<file path="src/rtl/subtractor_32bit.sv">
// Registered 32-bit subtractor with borrow-in/borrow-out and status flags.
// Computes subtractor_in0 - subtractor_in1 - borrow_in with a two-level borrow
// lookahead: 4-bit groups, then a group-level lookahead, so no borrow ripples
// between groups. All outputs are registered, so results appear one cycle
// after the operands.
//
// Ports:
//   clk            rising-edge clock
//   rst_n          asynchronous active-low reset; clears every output
//   in_valid       operands valid this cycle
//   subtractor_in0 minuend
//   subtractor_in1 subtrahend
//   borrow_in      borrow into bit 0 (subtracts an extra 1)
//   out_valid      registered results valid
//   subtractor_out difference mod 2^32
//   borrow_out     borrow out of bit 31 (unsigned in0 < in1 + borrow_in)
//   zero_flag      difference == 0
//   negative_flag  difference[31]
//   overflow_flag  signed two's-complement overflow
module subtractor_32bit #(
  parameter int unsigned WIDTH = 32,
  parameter int unsigned GROUP = 4
) (
  input  logic             clk,
  input  logic             rst_n,
  input  logic             in_valid,
  input  logic [WIDTH-1:0] subtractor_in0,
  input  logic [WIDTH-1:0] subtractor_in1,
  input  logic             borrow_in,
  output logic             out_valid,
  output logic [WIDTH-1:0] subtractor_out,
  output logic             borrow_out,
  output logic             zero_flag,
  output logic             negative_flag,
  output logic             overflow_flag
);

  localparam int unsigned NGroups = WIDTH / GROUP;

  logic [WIDTH-1:0]   bit_g;    // bit generates a borrow: a=0, b=1
  logic [WIDTH-1:0]   bit_p;    // bit passes an incoming borrow: a==b
  logic [WIDTH-1:0]   bit_bin;  // borrow into each bit
  logic [NGroups-1:0] grp_g;
  logic [NGroups-1:0] grp_p;
  logic [NGroups:0]   grp_bin;  // borrow into each group; [NGroups] is the final borrow out

  logic [WIDTH-1:0] diff_d, diff_q;
  logic             borrow_d, borrow_q;
  logic             zero_d, zero_q;
  logic             neg_d, neg_q;
  logic             ovf_d, ovf_q;
  logic             valid_q;

  // First level: per-bit and per-group generate/propagate.
  always_comb begin
    bit_g = ~subtractor_in0 & subtractor_in1;
    bit_p = ~(subtractor_in0 ^ subtractor_in1);
    grp_g = '0;
    grp_p = '0;
    for (int k = 0; k < int'(NGroups); k++) begin
      logic gg;
      logic gp;
      gg = 1'b0;
      gp = 1'b1;
      for (int i = 0; i < int'(GROUP); i++) begin
        gg = bit_g[k*GROUP+i] | (bit_p[k*GROUP+i] & gg);
        gp = gp & bit_p[k*GROUP+i];
      end
      grp_g[k] = gg;
      grp_p[k] = gp;
    end
  end

  // Second level: each group borrow-in is a flat sum of products over the
  // lower groups' G/P and borrow_in, so no group waits on another's output.
  always_comb begin
    grp_bin = '0;
    for (int k = 0; k <= int'(NGroups); k++) begin
      logic acc;
      logic chain;
      acc   = 1'b0;
      chain = 1'b1;
      // Walk downward from group k-1, accumulating the propagate product.
      for (int j = k - 1; j >= 0; j--) begin
        acc   = acc | (chain & grp_g[j]);
        chain = chain & grp_p[j];
      end
      grp_bin[k] = acc | (chain & borrow_in);
    end
  end

  // Bit-level borrows inside each group, seeded by the group borrow-in.
  always_comb begin
    bit_bin = '0;
    for (int k = 0; k < int'(NGroups); k++) begin
      logic b;
      b = grp_bin[k];
      for (int i = 0; i < int'(GROUP); i++) begin
        bit_bin[k*GROUP+i] = b;
        b = bit_g[k*GROUP+i] | (bit_p[k*GROUP+i] & b);
      end
    end
  end

  always_comb begin
    diff_d   = subtractor_in0 ^ subtractor_in1 ^ bit_bin;
    borrow_d = grp_bin[NGroups];
    zero_d   = (diff_d == '0);
    neg_d    = diff_d[WIDTH-1];
    ovf_d    = (subtractor_in0[WIDTH-1] != subtractor_in1[WIDTH-1]) &&
               (diff_d[WIDTH-1] != subtractor_in0[WIDTH-1]);
  end

  always_ff @(posedge clk or negedge rst_n) begin
    if (!rst_n) begin
      valid_q  <= 1'b0;
      diff_q   <= '0;
      borrow_q <= 1'b0;
      zero_q   <= 1'b0;
      neg_q    <= 1'b0;
      ovf_q    <= 1'b0;
    end else begin
      valid_q <= in_valid;
      // Result registers hold their last value while idle.
      if (in_valid) begin
        diff_q   <= diff_d;
        borrow_q <= borrow_d;
        zero_q   <= zero_d;
        neg_q    <= neg_d;
        ovf_q    <= ovf_d;
      end
    end
  end

  assign out_valid      = valid_q;
  assign subtractor_out = diff_q;
  assign borrow_out     = borrow_q;
  assign zero_flag      = zero_q;
  assign negative_flag  = neg_q;
  assign overflow_flag  = ovf_q;

endmodule

</file>
<file path="config.mk">
export PLATFORM = sky130hd
export DESIGN_NAME = subtractor_32bit
export DESIGN_NICKNAME = d
export VERILOG_FILES = /design/src/rtl/subtractor_32bit.sv
export SDC_FILE = /design/constraint.sdc
export NUM_CORES = 1
export LEC_CHECK = 0
export CORE_MARGIN = 1.5
export CORE_UTILIZATION = 41
export DETAILED_ROUTE_END_ITERATION = 8
export MAX_ROUTING_LAYER = met4
export PLACE_DENSITY_LB_ADDON = 0.15
export SLEW_MARGIN = 20
export SYNTH_ARGS = -nofsm -noshare
export SYNTH_HDL_FRONTEND = slang
export SYNTH_SLANG_ARGS = --single-unit
</file>
<file path="constraint.sdc">
create_clock -name clk -period 1 [get_ports clk]
set_input_delay 0.2 -clock clk [delete_from_list [all_inputs] [get_ports clk]]
set_output_delay 0.2 -clock clk [all_outputs]
set_load 0.01 [all_outputs]
</file>
# Word level (Yosys, flattened, before mapping)
# Cells that the tools add are included.
# totals
regBits	37
latch_bits	0
ramBits	0
rom_bits	0
input_bits	68
output_inout_bits	37
memories	0
# op_classes
add_sub_neg	0
mul	0
div	0
magnitude_cmp	0
eq_ne	2
shifts	0
n_mux	0
bitwise_logic	225
n_reduce_logical	2
# op_table
op	count
1-bit AND	136
1-bit OR	84
32-bit inverter	2
32-bit XOR	2
32-bit AND	1
32-bit zero test	1
1-bit inequality test	2
1-bit logical AND	1

# Depth between registers and ports, before layout
# depth
depth_word	25
depth_mapped	14

# Worst setup path before layout
# OpenSTA, ideal clock, no wires.
# synth_timing
path_type	input-to-reg
start	input port subtractor_in0[19]
end	register zero_q (netlist: zero_flag)
setup_time_ns	0.083
arrival_time_ns	3.200
t_required_ns	0.917
slack_ns	-2.282
cell_stages	14
path_buffers	0
cell_sequence	inv_1 -> ha_1 -> a211o_1 -> a31oi_1 -> nand2b_1 -> nor3_2 -> o31ai_1 -> fa_1 -> fa_1 -> fa_1 -> nand4_1 -> nor4_1 -> nand4_1 -> o21ai_0
# synth_via
elab_chain_len	19
word_cells_on_any_way	75
classes_between	74 x bitwise; 1 x reduce/logical
# synth_rtl
element	line	text
start: declaration	27	input logic [WIDTH-1:0] subtractor_in0,
32-bit XOR	57, 106	
32-bit inverter	57	bit_p = ~(subtractor_in0 ^ subtractor_in1);
1-bit AND	66	gg = bit_g[k*GROUP+i] | (bit_p[k*GROUP+i] & gg);
1-bit OR	66	
1-bit AND	85	acc = acc | (chain & grp_g[j]);
1-bit OR (5 in a row)	85	
1-bit OR	88	grp_bin[k] = acc | (chain & borrow_in);
1-bit AND	100	b = bit_g[k*GROUP+i] | (bit_p[k*GROUP+i] & b);
1-bit OR	100	
1-bit AND	100	
1-bit OR	100	
1-bit AND	100	
1-bit OR	100	
32-bit XOR *	106	diff_d = subtractor_in0 ^ subtractor_in1 ^ bit_bin;
32-bit zero test *	108	zero_d = (diff_d == '0);
end signal: assignment	128	zero_q <= zero_d;
end: declaration	49	logic zero_d, zero_q;
# Every way passes the cells marked *; elsewhere a longest branch is shown, timed or not.
# A chain may end at the register's enable or synchronous reset.

# Worst setup path in the final report
# layout_timing
start	input port subtractor_in1[18]
end	register zero_q (netlist: zero_flag)
# layout_via
elab_chain_len	21
word_cells_on_any_way	79
classes_between	78 x bitwise; 1 x reduce/logical
# layout_rtl
element	line	text
start: declaration	28	input logic [WIDTH-1:0] subtractor_in1,
32-bit XOR	57, 106	
32-bit inverter	57	
1-bit AND	66	
1-bit OR	66	
1-bit AND	66	
1-bit OR	66	
1-bit AND	85	
1-bit OR (5 in a row)	85	
1-bit OR	88	
1-bit AND	100	
1-bit OR	100	
1-bit AND	100	
1-bit OR	100	
1-bit AND	100	
1-bit OR	100	
32-bit XOR *	106	
32-bit zero test *	108	
# Marks and branches as above.

==> flow_summary_export.csv <==
group,metric,value,unit
critical_path,slowest_delay,0.60,ns
critical_path,worst-setup-path-type,"primary input to flip-flop",
clock_network,cts_inserted_buffers,5,
clock_network,cts.path.max_buffers,2,
sta,clock_skew,0,ns
critical_path,cp-startpoint,"subtractor_in1[18]",
critical_path,crit_fanout,3,
synth,synth.largest_area_cell,"dfrtp_1",
sta,layout_min_cycle_time,3.46,ns
placed_design,pre_cts_slack,-2.99,ns
grt,grtUsageTotal,27.6,%
synth,synth_cells,278,
critical_path,start_kind,"primary input",
grt,grt_pass1_vias,3366,
route,firstDrtPassIters,4,
floorplan,die_h,87.3,um
route,via_per_inst,4.98,
sta,max_freq,289,MHz
route,wl,10800,um
clock_network,clock-sinks,36,
finish,fill_cells,381,
min_path,holdCritPathClass,"primary input to flip-flop",
sta,slew-limit-headroom,77.2,%
grt,grt_max_degree,37,
floorplan,start_util,42.7,%
outcome,violations,"negative setup slack",
clock_network,htreeDepth,2,
critical_path,cpMostUsedCell,"fa_2",
critical_path,cp_data_required_time,1.22,ns
power_and_ir_drop,powerDensity,1230,nW/um2
finish,diodes,0,
route,wl_per_cell,17.5,um
finish,fin_util,84.8,%
floorplan,num_io_pins,105,
sta,setup-violations-final,72,
finish,syn_to_final_growth,98.5,%
synth,synthTopCellsByArea,"dfrtp_1, fa_1, ha_1",
placed_design,port_buffers,104,
sta,timing.hold.ws,0.307,ns
grt,grt_remaining_overflow,0,
synth,syn_area_per_cell,10.5,um2
placed_design,post-dp-hpwl,6390,um
clock_network,clkTransAtPathRegs,0.08,ns
synth,synth-seq-cells,36,
critical_path,path_cells,"clkdlybuf4s15_2 > ha_4 > a211o_1 > a31oi_4 > nand2b_4 > nor3_4 > o31ai_4 > fa_2 > fa_2 > fa_2 > nand4_1 > nor4_2 > nand4_1 > o21ai_1",
power_and_ir_drop,p_leak,2.81,nW
finish,stdcell_count,619,
power_and_ir_drop,power,7.10,mW
finish,nets,646,
synth,async_flop_share,100,%
sta,hold_violations,0,
synth,yosysMostFrequentCell,"inv_1",
synth,ys_seq_area_share,30.9,%
sta,slew_violations,0,
floorplan,fp.dieW,87.3,um
critical_path,endpoint_kind,"flip-flop",
critical_path,r2r-start,"borrow_out$_DFFE_PN0P_",
synth,synth_top_area_share,30.9,%
clock_network,root_buffer,"clkbuf_8",
critical_path,cp.arrival,3.69,ns
sta,min_period_over_period,346,%
clock_network,clock_latency,0.30,ns
sta,setup_slack,-2.46,ns
route,drtIter0Drc,130,
route,via_count,3085,
route,route.detailed.drc,0,
critical_path,crit_slowest_cell,"fa_2",
synth,synth-edff-count,0,
synth,yosys_most_used_dff,"dfrtp_1",
clock_network,cts_tree,"done",
floorplan,dieArea,7630,um2
sta,rsz0062_at_grt,"yes",
synth,syn_area,2920,um2
floorplan,core.rowCount,30,
floorplan,core_area,6830,um2
placed_design,routabilityCongestion,0.823,
flow_run,cap_violations,0,
sta,worst_pin_slew,0.341,ns
min_path,hp-start,"in_valid",
synth,syn_nets,402,
synth,synth_cell_types,36,
power_and_ir_drop,vdd_drop_max,0.000651,V
grt,grt_pass1_wl,15500,um
finish,drive_gt1_share,68.3,%
critical_path,cp.buffers_inverters,1,
synth,netlist_top_cells_count,"inv_1, dfrtp_1, ha_1, fa_1, mux2i_1",
placed_design,dp.cells,547,
critical_path,path_delay_family,"adder cells",
synth,yosysWarnings,0,
route,detail-route-antenna-nets,0,
grt,antenna_found_initial,0,
outcome,status,"finished, violations left",
timing repair:
| action | CTS | global route |
|---|---|---|
| buffers inserted | 66 | 26 |
| resized for setup | 386 | 80 |
| endpoints found under the setup margin | 72 | 72 |
| pin swaps | 61 | 27 |
| hold buffers | 1 | 0 |
| cloned | 0 | 0 |
| hold endpoints to repair | 36 | 0 |
metrics by stage:
stage          instance area [um2]  setup TNS (ns)
2_1_floorplan                 3110          -42.17
3_3_place_gp                  4820          -72.62
3_5_place_dp                  4820          -73.51
4_1_cts                       5570          -45.71
5_1_grt                       5790          -50.44
6_report                      5790          -47.88
power by group:
group	internal (mW)	switching [mW]	total, mW
Clock	0.495	0.600	1.10
Combinational	2.24	1.73	3.97
Sequential	1.80	0.225	2.03
Total	4.54	2.55	7.10
placed cells by master, fill, tap and decap left out, types with 6 or more instances in the layout:
cell type          n
buf_4            123
a21oi_2            7
xnor2_2            6
ha_4              28
nand4_1           10
dfrtp_1           36
buf_2             36
mux2i_1           23
inv_1             33
clkbuf_2          13
inv_2             28
clkdlybuf4s15_1   15
clkdlybuf4s50_1    7
fa_2              24
buf_6             32
dlygate4sd2_1     10
logic make-up (layout without fill, tap and decap cells):
logic type	Yosys count	in the layout	share of synthesized area, %
buf+inv	71	316	9.44
fa+ha+maj	56	56	30.2
compound gates	39	39	8.75
flops	36	36	30.9
simple gates	34	34	6.26
mux	33	33	11.8
xor+xnor	9	9	2.70
per-layer routing:
layer  global-route usage (%)  vias up  wire (um)
li1                         -     1420          -
met3                     3.41       39        475
met4                     14.1        0        433
met1                     29.8     1515       4160
met5                        -        -          0
met2                     49.4      111       5750
worst register-to-register path: stages (launching register included):
cell,delay (ns)
dfrtp_1,0.39
or2_2,0.28
a2bb2oi_2,0.18
o31ai_4,0.09
path summary, 6_finish.rpt:
| kind | slack (ns) | cells past startpoint | end |
|---|---|---|---|
| max | -2.46 | 14 | zero_flag$_DFFE_PN0P_ |
| min | 0.31 | 2 | out_valid$_DFF_PN0_ |
| max reg2reg | -0.06 | 3 | borrow_out$_DFFE_PN0P_ |
| min reg2reg | 0.52 | 2 | subtractor_out[24]$_DFFE_PN0P_ |
| max in group asynchronous | 0.41 | 3 | subtractor_out[18]$_DFFE_PN0P_ |
| min in group asynchronous | 0.40 | 3 | subtractor_out[20]$_DFFE_PN0P_ |
final cells by class:
type	instances	area, um2	area share, %
multi-input cells	171	2480	42.8
repair buffers	242	1930	33.3
flip-flops and latches	36	901	15.6
inverters	66	273	4.71
well taps	96	120	2.07
clock buffers	5	68.8	1.19
clock inverters	3	21.3	0.367
state kept, by name, indices dropped and copies added (netlist names):
register	flops
out_valid	1
negative_flag	1
subtractor_out	31
zero_flag	1
overflow_flag	1
borrow_out	1
No activity file was read; power rests on OpenSTA's default activity.
